File: src/rtl/instr_emitter_pkg.sv
// Shared opcodes, op-class constants and state encoding for the instruction emitter.
package instr_emitter_pkg;

    localparam logic [2:0] OPC_OP0  = 3'b000;
    localparam logic [2:0] OPC_OP1  = 3'b001;
    localparam logic [2:0] OPC_OP2  = 3'b010;
    localparam logic [2:0] OPC_OP3  = 3'b011;
    localparam logic [2:0] OPC_OP4  = 3'b100;
    localparam logic [2:0] OPC_MODE = 3'b110;
    localparam logic [2:0] OPC_HALT = 3'b111;

    typedef enum logic [2:0] {
        IDLE,
        EMIT_MODE,
        EMIT_OP,
        EMIT_HALT,
        HALTED
    } emit_state_t;

    function automatic logic is_legal_op(input logic [2:0] op);
        return (op <= OPC_OP4);
    endfunction

endpackage

File: src/rtl/instr_emitter.sv
// Turns abstract op requests into decoder instruction words, inserting mode-set
// words only when the shadow of the decoder's mode register S is stale or differs.
module instr_emitter
    import instr_emitter_pkg::*;
#(
    parameter int CNT_W = 16
) (
    input  logic             Clk,
    input  logic             Reset,
    input  logic             req_valid,
    output logic             req_ready,
    input  logic [2:0]       req_op,
    input  logic [1:0]       req_mode,
    input  logic [5:0]       req_operand,
    input  logic             mode_inval,
    output logic [8:0]       out_instr,
    output logic             out_valid,
    input  logic             out_ready,
    output logic             halted,
    output logic             err,
    output logic [CNT_W-1:0] instr_count,
    output logic [1:0]       mode_shadow,
    output logic             shadow_valid
);

    emit_state_t      r_state, w_state_next;
    logic [8:0]       r_out_instr, w_out_instr_next;
    logic             r_out_valid, w_out_valid_next;
    logic             r_halted, w_halted_next;
    logic             r_err, w_err_next;
    logic [CNT_W-1:0] r_count, w_count_next;
    logic [1:0]       r_mode_shadow, w_mode_shadow_next;
    logic             r_shadow_valid, w_shadow_valid_next;
    logic             r_inval_pend, w_inval_pend_next;
    logic [2:0]       r_op, w_op_next;
    logic [1:0]       r_mode, w_mode_next;
    logic [5:0]       r_operand, w_operand_next;

    logic             w_req_fire;
    logic             w_out_fire;
    logic             w_need_mode;

    assign req_ready    = (r_state == IDLE) && !Reset;
    assign w_req_fire   = req_valid && req_ready;
    assign w_out_fire   = r_out_valid && out_ready;
    // An invalidate arriving with the request counts as already applied.
    assign w_need_mode  = !r_shadow_valid || mode_inval || (r_mode_shadow != req_mode);

    assign out_instr    = r_out_instr;
    assign out_valid    = r_out_valid;
    assign halted       = r_halted;
    assign err          = r_err;
    assign instr_count  = r_count;
    assign mode_shadow  = r_mode_shadow;
    assign shadow_valid = r_shadow_valid;

    always_comb begin
        w_state_next        = r_state;
        w_out_instr_next    = r_out_instr;
        w_out_valid_next    = r_out_valid;
        w_halted_next       = r_halted;
        w_err_next          = r_err;
        w_count_next        = r_count;
        w_mode_shadow_next  = r_mode_shadow;
        w_shadow_valid_next = r_shadow_valid;
        w_inval_pend_next   = r_inval_pend;
        w_op_next           = r_op;
        w_mode_next         = r_mode;
        w_operand_next      = r_operand;

        if (w_out_fire && (r_count != {CNT_W{1'b1}})) begin
            w_count_next = r_count + 1'b1;
        end

        case (r_state)
            IDLE: begin
                if (mode_inval) begin
                    w_shadow_valid_next = 1'b0;
                end
                if (w_req_fire) begin
                    w_op_next      = req_op;
                    w_mode_next    = req_mode;
                    w_operand_next = req_operand;
                    if (req_op == OPC_HALT) begin
                        w_state_next     = EMIT_HALT;
                        w_out_instr_next = {OPC_HALT, 6'b0};
                        w_out_valid_next = 1'b1;
                    end else if (!is_legal_op(req_op)) begin
                        w_err_next = 1'b1;
                    end else if (w_need_mode) begin
                        w_state_next     = EMIT_MODE;
                        w_out_instr_next = {OPC_MODE, 4'b0000, req_mode};
                        w_out_valid_next = 1'b1;
                    end else begin
                        w_state_next     = EMIT_OP;
                        w_out_instr_next = {req_op, req_operand};
                        w_out_valid_next = 1'b1;
                    end
                end
            end
            EMIT_MODE: begin
                if (mode_inval) begin
                    w_inval_pend_next = 1'b1;
                end
                if (w_out_fire) begin
                    w_mode_shadow_next  = r_mode;
                    w_shadow_valid_next = 1'b1;
                    w_state_next        = EMIT_OP;
                    w_out_instr_next    = {r_op, r_operand};
                end
            end
            EMIT_OP: begin
                if (mode_inval) begin
                    w_inval_pend_next = 1'b1;
                end
                if (w_out_fire) begin
                    w_state_next      = IDLE;
                    w_out_valid_next  = 1'b0;
                    w_inval_pend_next = 1'b0;
                    // A pending invalidate wins over the shadow update made by the mode-set word.
                    if (r_inval_pend || mode_inval) begin
                        w_shadow_valid_next = 1'b0;
                    end
                end
            end
            EMIT_HALT: begin
                if (mode_inval) begin
                    w_inval_pend_next = 1'b1;
                end
                if (w_out_fire) begin
                    w_state_next      = HALTED;
                    w_out_valid_next  = 1'b0;
                    w_halted_next     = 1'b1;
                    w_inval_pend_next = 1'b0;
                end
            end
            HALTED: begin
            end
            default: begin
                w_state_next     = IDLE;
                w_out_valid_next = 1'b0;
            end
        endcase
    end

    always_ff @(posedge Clk) begin
        if (Reset) begin
            r_state        <= IDLE;
            r_out_instr    <= '0;
            r_out_valid    <= 1'b0;
            r_halted       <= 1'b0;
            r_err          <= 1'b0;
            r_count        <= '0;
            r_mode_shadow  <= 2'b00;
            r_shadow_valid <= 1'b0;
            r_inval_pend   <= 1'b0;
            r_op           <= '0;
            r_mode         <= '0;
            r_operand      <= '0;
        end else begin
            r_state        <= w_state_next;
            r_out_instr    <= w_out_instr_next;
            r_out_valid    <= w_out_valid_next;
            r_halted       <= w_halted_next;
            r_err          <= w_err_next;
            r_count        <= w_count_next;
            r_mode_shadow  <= w_mode_shadow_next;
            r_shadow_valid <= w_shadow_valid_next;
            r_inval_pend   <= w_inval_pend_next;
            r_op           <= w_op_next;
            r_mode         <= w_mode_next;
            r_operand      <= w_operand_next;
        end
    end

endmodule

File: config.mk
export PLATFORM = sky130hd
export DESIGN_NAME = instr_emitter
export DESIGN_NICKNAME = d
export VERILOG_FILES = /design/src/rtl/instr_emitter_pkg.sv /design/src/rtl/instr_emitter.sv
export SDC_FILE = /design/constraint.sdc
export NUM_CORES = 1
export LEC_CHECK = 0
export CAP_MARGIN = 20
export CORE_ASPECT_RATIO = 1.2
export CORE_MARGIN = 4
export CORE_UTILIZATION = 50
export CTS_BUF_LIST = sky130_fd_sc_hd__clkbuf_8 sky130_fd_sc_hd__clkbuf_16
export DETAILED_ROUTE_END_ITERATION = 6
export PLACE_DENSITY = 0.79
export SKIP_CTS_REPAIR_TIMING = 1
export SLEW_MARGIN = 0
export SYNTH_ARGS = -nofsm -noshare
export SYNTH_HDL_FRONTEND = slang
export SYNTH_SLANG_ARGS = --single-unit
File: constraint.sdc
create_clock -name Clk -period 1.97 [get_ports Clk]
set_input_delay 0.591 -clock Clk [delete_from_list [all_inputs] [get_ports Clk]]
set_output_delay 0.591 -clock Clk [all_outputs]
set_load 0.02 [all_outputs]
==> results of run 1 <==
==> report_power, final <==
group          total [uW]  leakage [uW]  switching, uW  internal [uW]
clock                 548     0.0000438            310            239
sequential           1000      0.000375           27.8            974
combinational         361       0.00109            184            178
total                1910       0.00151            521           1390
==> flip-flops by register name, indices dropped and copies added, names as in the netlist <==
name / count
err: 1
halted: 1
instr_count: 16
mode_shadow: 2
out_instr: 9
out_valid: 1
r_inval_pend: 1
r_mode: 2
r_op: 3
r_operand: 6
r_state: 3
shadow_valid: 1
==> how the worst min path moves through the flow <==
stage	depth (start not counted)	slack [ns]	start	endpoint
2_1_floorplan	2	0.43	r_mode[0]	mode_shadow[0]
3_3_place_gp	2	0.44	r_operand[5]	r_operand[5]
3_5_place_dp	2	0.45	r_operand[2]	r_operand[2]
4_1_cts	2	0.46	r_operand[2]	r_operand[2]
5_1_grt	2	0.48	r_op[2]	r_op[2]
6_report	2	0.46	r_operand[2]	r_operand[2]
==> critical path, stage by stage <==
cell,delay (ns)
buf_6,0.09
or4_4,0.56
inv_4,0.08
buf_6,0.11
==> synth_stat cells, drive strengths merged <==
cell	instances	area (um2)
a311oi	5	43.8
o41ai	2	17.5
a22oi	1	7.51
o211a	1	10.0
mux2	2	22.5
or3b	1	8.76
and4	8	70.1
a21oi	21	105
o22ai	3	18.8
nand4	5	31.3
nor2b	3	18.8
nand2	45	169
o31ai	7	52.6
nand2b	1	6.26
o311ai	1	8.76
xnor2	2	17.5
nor3	11	55.1
or4	6	48.8
a211oi	3	35.0
nor2	17	63.8
o21ai	9	48.8
o31a	3	26.3
buf	5	33.8
o21a	1	7.51
and3	3	18.8
nor4	4	25.0
dfxtp	46	921
nand3	22	110
inv	5	18.8
o41a	1	11.3
clkinv	1	3.75
nand4b	2	17.5
and2	3	18.8
o211ai	1	7.51
ha	1	12.5
or3	4	25.0
a2111oi	1	8.76
o2bb2ai	2	17.5
xor2	4	35.0
clkbuf	8	30.0
a31oi	2	12.5
nor3b	2	20.0
nand3b	1	7.51
==> metrics by stage <==
| step | power, uW | setup WS [ns] | cell area (um2) | instances |
|---|---|---|---|---|
| 2_1_floorplan | 1190 | 0.0710 | 2250 | 276 |
| 3_3_place_gp | 1370 | -0.793 | 3080 | 413 |
| 3_5_place_dp | 1370 | -0.780 | 3080 | 413 |
| 4_1_cts | 1910 | -0.800 | 3160 | 420 |
| 5_1_grt | 2000 | -0.0719 | 3220 | 420 |
| 6_report | 1910 | -0.0558 | 3220 | 420 |
==> logic make-up (layout without fill, tap and decap cells) <==
group           after synthesis  in the layout
compound gates               64             64
xor+xnor                      6              6
fa+ha+maj                     1              1
buf+inv                      19            107
flops                        46             46
mux                           2              2
simple gates                138            138
==> routing by layer <==
| layer | vias to the layer above | part of all wire, % | global-route usage, % | wire (um) |
|---|---|---|---|---|
| li1 | 1199 | - | - | - |
| met1 | 1153 | 41 | 27.3 | 2500 |
| met2 | 74 | 53 | 42.7 | 3200 |
| met3 | 8 | 4.9 | 4.41 | 297 |
| met4 | 0 | 1.5 | 8.40 | 89 |
| met5 | - | 0 | 0 | 0 |
==> layout make-up <==
type | count | area [um2]
Tap cell | 56 | 70.1
Sequential cell | 46 | 921
Fill cell | 348 | 1070
Clock buffer | 5 | 68.8
Timing Repair Buffer | 94 | 868
Multi-Input combinational cell | 211 | 1260
Inverter | 6 | 25.0
Clock inverter | 2 | 10.0
==> results.cfg, run 1 <==
[status]
outcome = finished, violations left
violations = negative setup slack

[timing]
slew_viol_final = 0
hold_violations = 0
fin_tns_setup_ns = -0.0558
finalHoldWorstSlack_ns = 0.458
slew_headroom_pct = 74.6
skew_ns = 0.0114
fin_crit_ns = 2.03
fmax_mhz = 494
setup_violations = 1
worst_slack_ns = -0.0558
rsz0062_at_grt = yes
tightest_slew_ns = 0.371
finalCritPeriodShare_pct = 103

[placement]
port_buffers = 47
gp_congestion = 0.820
hpwlAfterDp_um = 4440

[yosys]
yosys-mux-area-fraction_pct = 1.00
syn-cell-area_um2 = 2250
synth.distinct_cells = 49
syn_avg_cell_area_um2 = 8.15
synth_warnings = 0
synth_top_family_by_area = simple AND/OR/NAND/NOR gates
synth-xor-area-share_pct = 2.34
synth-seq-cells = 46
yosys.area_share.simple_pct = 31.8
synth_nets = 293
syn_inst = 276
synthAdderAreaFrac_pct = 0.556
synth_seq_area_share_pct = 41.0
synth_compound_area_share_pct = 19.5

[clocking]
path_clk_slew_ns = 0.09
clkSinkCount = 46
cts.root.buffer_cell = clkbuf_8
htree_levels = 2
max-clock-path-buffers = 2
cts_tree = built
cts_buffers = 5
worstSkewPairLatency_ns = 0.30

[critical_path]
ff2ff_path_depth = 6
setup.worst_path.end = req_ready
critical_path_required_ns = 1.38
start_kind = input port
end_kind = primary output
crit_path_start = Reset
critPathKind = input port to primary output
cp.arrival_ns = 1.43
worstReg2RegStart = r_state[1]
r2r_slack_ns = 0.14
path_max_fanout = 2
worstReg2RegEnd = out_instr[8]

[global_route]
grt_start_max_net_pins = 33
grt_pass1_vias = 2374
grtUsageTotal_pct = 23.3
grt-ovfl-total = 0
antenna_found_initial = 0
grt_pass1_wl_um = 10900

[floorplanning]
die_area_um2 = 5640
die_x_um = 69.2
die_h_um = 81.5
core-area_um2 = 4290
rows = 26
start_util_pct = 52.4
num_io_pins = 48

[final_layout]
drive_above_1_share_pct = 18.7
n_antenna_cell = 0
final_common_cell = buf_4
area_growth_pct = 43.2
final_util_pct = 75.0
layout_common_cells = 47 x buf_4, 46 x dfxtp_1, 45 x nand2_1
final_nets = 381

[pwr]
peakVddDrop_uv = 583
p_per_area_nw_per_um2 = 594
p_leak_uw = 0.00151

[detailed_routing]
drcViolationCount = 0
ant_nets = 0
route.vias.total = 2434
drt_wl_total_um = 6090
vias_per_cell = 5.80
drt_iter0_markers = 172
dr.pass1.iters = 4
routedWlPerCell_um = 14.5

[job]
maxCapViolCount = 0

[min_path]
holdCritPathClass = flop to flop
No activity file was read; power rests on OpenSTA's default activity.
==> inputs of run 2 (changes only) <==
--- a/config.mk
+++ b/config.mk
@@ -11,6 +11,7 @@
 export CORE_UTILIZATION = 50
 export CTS_BUF_LIST = sky130_fd_sc_hd__clkbuf_8 sky130_fd_sc_hd__clkbuf_16
 export DETAILED_ROUTE_END_ITERATION = 6
+export MAX_ROUTING_LAYER = met4
 export PLACE_DENSITY = 0.79
 export SKIP_CTS_REPAIR_TIMING = 1
 export SLEW_MARGIN = 0
==> run 2 against run 1 <==
The flow still finishes with violations (negative setup slack). Critical path depth unchanged. Fmax about the same. Combinational power about the same. Global-route usage up 0.60 points. Die area unchanged. Total power about the same. Register-to-register slack about the same. Worst hold slack about the same. Largest cell class unchanged. Largest power group unchanged.
==> results.cfg, run 2 (synthesis results as in run 1) <==
[status]
outcome = finished, violations left
violations = negative setup slack

[placement]
hpwlAfterDp_um = 4440
gp_congestion = 0.832
place_area_um2 = 3080
port_buffers = 47

[detailed_routing]
drcViolationCount = 0
ant_nets = 0
dr.pass1.iters = 4
vias_per_cell = 5.76
drt_wl_total_um = 6070
route.vias.total = 2420
routedWlPerCell_um = 14.5
drt_iter0_markers = 158

[timing]
fin_tns_setup_ns = -0.0548
slew_headroom_pct = 74.7
fmax_mhz = 494
setup_violations = 1
slew_viol_final = 0
skew_ns = 0.0122
fin_crit_ns = 2.02
worst_slack_ns = -0.0548
finalHoldWorstSlack_ns = 0.458
tightest_slew_ns = 0.369
finalCritPeriodShare_pct = 103
hold_violations = 0
rsz0062_at_grt = yes

[min_path]
hold_depth = 2
holdCritPathClass = flop to flop

[final_layout]
final_nets = 381
final_util_pct = 75.0
largest_reg_flops = 16
layout_common_cells = 47 x buf_4, 46 x dfxtp_1, 45 x nand2_1
fillCellCount = 348
n_antenna_cell = 0
drive_above_1_share_pct = 18.7
area_growth_pct = 43.2
stdcell_area_um2 = 3220
final_common_cell = buf_4

[critical_path]
critical_path_required_ns = 1.38
path_max_fanout = 2
ff2ff_path_depth = 6
start_kind = input port
end_kind = primary output
cp.arrival_ns = 1.43
critPathKind = input port to primary output

[global_route]
grt-ovfl-total = 0
grt.busiest_layer = met2
grt_start_max_net_pins = 33
use_met3_pct = 4.28
antenna_found_initial = 0
grt_pass1_vias = 2381
met1_usage_pct = 27.3
grtUsageTotal_pct = 23.9
grt_pass1_wl_um = 10900
grtUsageMet2_pct = 42.6

[pwr]
peakVddDrop_uv = 586
p_clk_share_pct = 28.7
p_per_area_nw_per_um2 = 593
p_seq_share_pct = 52.5
finalPower_uw = 1910
power.internal_uw = 1390
netSwitchingFraction_pct = 27.2
combPwrFrac_pct = 18.9
power.switching_uw = 520
p_leak_uw = 0.00151

[clocking]
path_clk_slew_ns = 0.09
cts_tree = built
cts_buffers = 5
clkSinkCount = 46
worstSkewPairLatency_ns = 0.30
max-clock-path-buffers = 2
cts.root.buffer_cell = clkbuf_8
htree_levels = 2

[floorplanning]
die_x_um = 69.2
die_area_um2 = 5640
core-area_um2 = 4290
die_h_um = 81.5
num_io_pins = 48
start_util_pct = 52.4
rows = 26

[job]
maxCapViolCount = 0
run 2: cell counts in the layout (fill, tap and decap cells not counted):
Identical to the previous run, type by type.
run 2: area by class of cell:
| cell class | count | area (um2) | area share (%) |
|---|---|---|---|
| clock buffer | 5 | 68.8 | 2.14 |
| clock inverter | 2 | 10.0 | 0.311 |
| inverter | 6 | 25.0 | 0.777 |
| multi-input combinational | 211 | 1260 | 39.0 |
| sequential | 46 | 921 | 28.6 |
| tap | 56 | 70.1 | 2.18 |
| timing repair buffer | 94 | 868 | 27.0 |
run 2: per-layer routing:
metal / vias up / part of all wire [%]
met5: - / 0
met4: 0 / 2.3
met3: 15 / 3.7
met2: 62 / 52
li1: 1197 / -
met1: 1146 / 42
run 2: per-stage QoR:
stage,setup slack [ns],std cells
after detailed placement,-0.780,413
after global placement,-0.793,413
after CTS,-0.800,420
after floorplan,0.0710,276
final,-0.0548,420
after global routing,-0.0719,420
run 2: worst max-delay path, stage by stage:
cell and delay (ns):
buf_6 0.09, or4_4 0.56, inv_4 0.08, buf_6 0.11
run 2: final timing paths:
path	startpoint	to	slack, ns
worst max-delay path	Reset	req_ready	-0.05
worst max register to register	r_state[1]	out_instr[8]	0.15
worst min-delay path	r_operand[2]	r_operand[2]	0.46
worst min register to register	r_operand[2]	r_operand[2]	0.46
run 2: power by group through the flow:
stage | registers [uW] | clock network (uW) | logic (uW)
after floorplan | 1040 | 0 | 148
after global routing | 1010 | 592 | 395
after global placement | 1020 | 0 | 345
after CTS | 1000 | 556 | 355
final | 1000 | 548 | 360
after detailed placement | 1020 | 0 | 351
==> inputs of run 3 (changes only) <==
--- a/config.mk
+++ b/config.mk
@@ -12,7 +12,7 @@
 export CTS_BUF_LIST = sky130_fd_sc_hd__clkbuf_8 sky130_fd_sc_hd__clkbuf_16
 export DETAILED_ROUTE_END_ITERATION = 6
 export MAX_ROUTING_LAYER = met4
-export PLACE_DENSITY = 0.79
+export PLACE_DENSITY = 0.83
 export SKIP_CTS_REPAIR_TIMING = 1
 export SLEW_MARGIN = 0
 export SYNTH_ARGS = -nofsm -noshare
==> run 3 against run 2 <==
The run still ends with negative setup slack left. Fmax grew 1.6%. Utilization shrank 0.35 points. Via count increased by 0.91%. Clock skew fell by 0.0084 ns. Register-to-register slack hardly changed. Count of clock-buffer cells in the layout rose by 1. Critical path depth stayed put. Die area unchanged. Global-route usage shrank 1.6 points. Sequential share of layout area grew 0.13 points. Largest cell class unchanged. Highest routed layer unchanged.
==> results.cfg, run 3 (synthesis results as in run 1) <==
[final_layout]
layout_common_cells = 46 x dfxtp_1, 45 x nand2_1, 45 x buf_4
drive_above_1_share_pct = 17.7
final_nets = 379
area_growth_pct = 42.6
stdcell_count = 417
n_antenna_cell = 0
largest_reg_flops = 16
final_common_cell = dfxtp_1
final_util_pct = 74.7

[clocking]
cts.root.buffer_cell = clkbuf_8
max-clock-path-buffers = 2
worstSkewPairLatency_ns = 0.30
path_clk_slew_ns = 0.08
cts_tree = built
clkSinkCount = 46
htree_levels = 2
cts_buffers = 5

[timing]
fmax_mhz = 502
setup_violations = 1
slew_headroom_pct = 70.6
finalCritPeriodShare_pct = 101
tightest_slew_ns = 0.430
rsz0062_at_grt = yes
slew_viol_final = 0
hold_violations = 0
skew_ns = 0.00382
worst_slack_ns = -0.0222
fin_crit_ns = 1.99

[detailed_routing]
drt_iter0_markers = 157
routedWlPerCell_um = 14.9
route.vias.total = 2442
drcViolationCount = 0
drt_wl_total_um = 6220
dr.pass1.iters = 4
ant_nets = 0
vias_per_cell = 5.86

[min_path]
hold_depth = 2
min_to = mode_shadow[0]
min_from = r_mode[0]
holdCritPathClass = flop to flop

[placement]
gp_congestion = 0.904
place_ws_ns = -0.831
hpwlAfterDp_um = 4520
dpl.cell_count = 411
port_buffers = 47

[critical_path]
critPathKind = input port to primary output
start_kind = input port
r2r_slack_ns = 0.16
critical_path_required_ns = 1.38
worstReg2RegStart = instr_count[7]
cp.arrival_ns = 1.40
worstReg2RegEnd = instr_count[9]
path_max_fanout = 3
end_kind = primary output
ff2ff_path_depth = 5

[floorplanning]
rows = 26
die_x_um = 69.2
start_util_pct = 52.4
die_h_um = 81.5
die_area_um2 = 5640
core-area_um2 = 4290
num_io_pins = 48

[pwr]
p_per_area_nw_per_um2 = 603
p_leak_uw = 0.00151
peakVddDrop_uv = 481

[status]
outcome = finished, violations left
violations = negative setup slack

[global_route]
grt-ovfl-total = 0
grt_pass1_wl_um = 10100
grtUsageTotal_pct = 22.3
antenna_found_initial = 0
grt_pass1_vias = 2255
grt_start_max_net_pins = 33

[job]
maxCapViolCount = 0
[run 3: changes by cell type in the layout (fill, tap and decap cells not counted), sizes merged]
cell	previous run	this run
clkbuf	5	6
clkinv	3	1
buf	49	47
[run 3: layout make-up]
type | count | area [um2]
Multi-Input combinational cell | 211 | 1260
Sequential cell | 46 | 921
Fill cell | 326 | 1090
Timing Repair Buffer | 92 | 853
Clock buffer | 6 | 82.6
Tap cell | 56 | 70.1
Inverter | 6 | 22.5
[run 3: power by group]
part | switching, uW | internal, uW
Combinational | 183 | 172
Sequential | 27.0 | 974
Clock | 305 | 271
Total | 515 | 1420
[run 3: per-layer routing]
metal,track usage [%],vias to the layer above,share of wire [%]
met1,24.4,1159,42
met4,7.23,0,1.6
li1,-,1200,-
met2,41.5,73,52
met3,3.79,10,4.1
met5,-,-,0
[run 3: metrics by stage]
step	area [um2]	power, uW	hold slack, ns	TNS [ns]
2_1_floorplan	2250	1190	0.432	0
3_3_place_gp	3060	1360	0.442	-8.02
3_5_place_dp	3060	1370	0.445	-8.66
4_1_cts	3150	1940	0.458	-1.12
5_1_grt	3210	2020	0.475	-0.0399
6_report	3210	1930	0.456	-0.0222
[run 3: worst max-delay path by stage]
stage	start	to	slack, ns	cells after the start
finish	Reset	req_ready	-0.02	4
global route	r_state[0]	req_ready	-0.04	3
CTS	Reset	req_ready	-0.85	4
detailed placement	Reset	req_ready	-0.83	4
global placement	Reset	req_ready	-0.83	4
floorplan	instr_count[0]	instr_count[5]	0.07	5
[run 3: worst max-delay path: stages]
cell	delay, ns
buf_6	0.09
or4_4	0.51
inv_2	0.09
buf_6	0.11
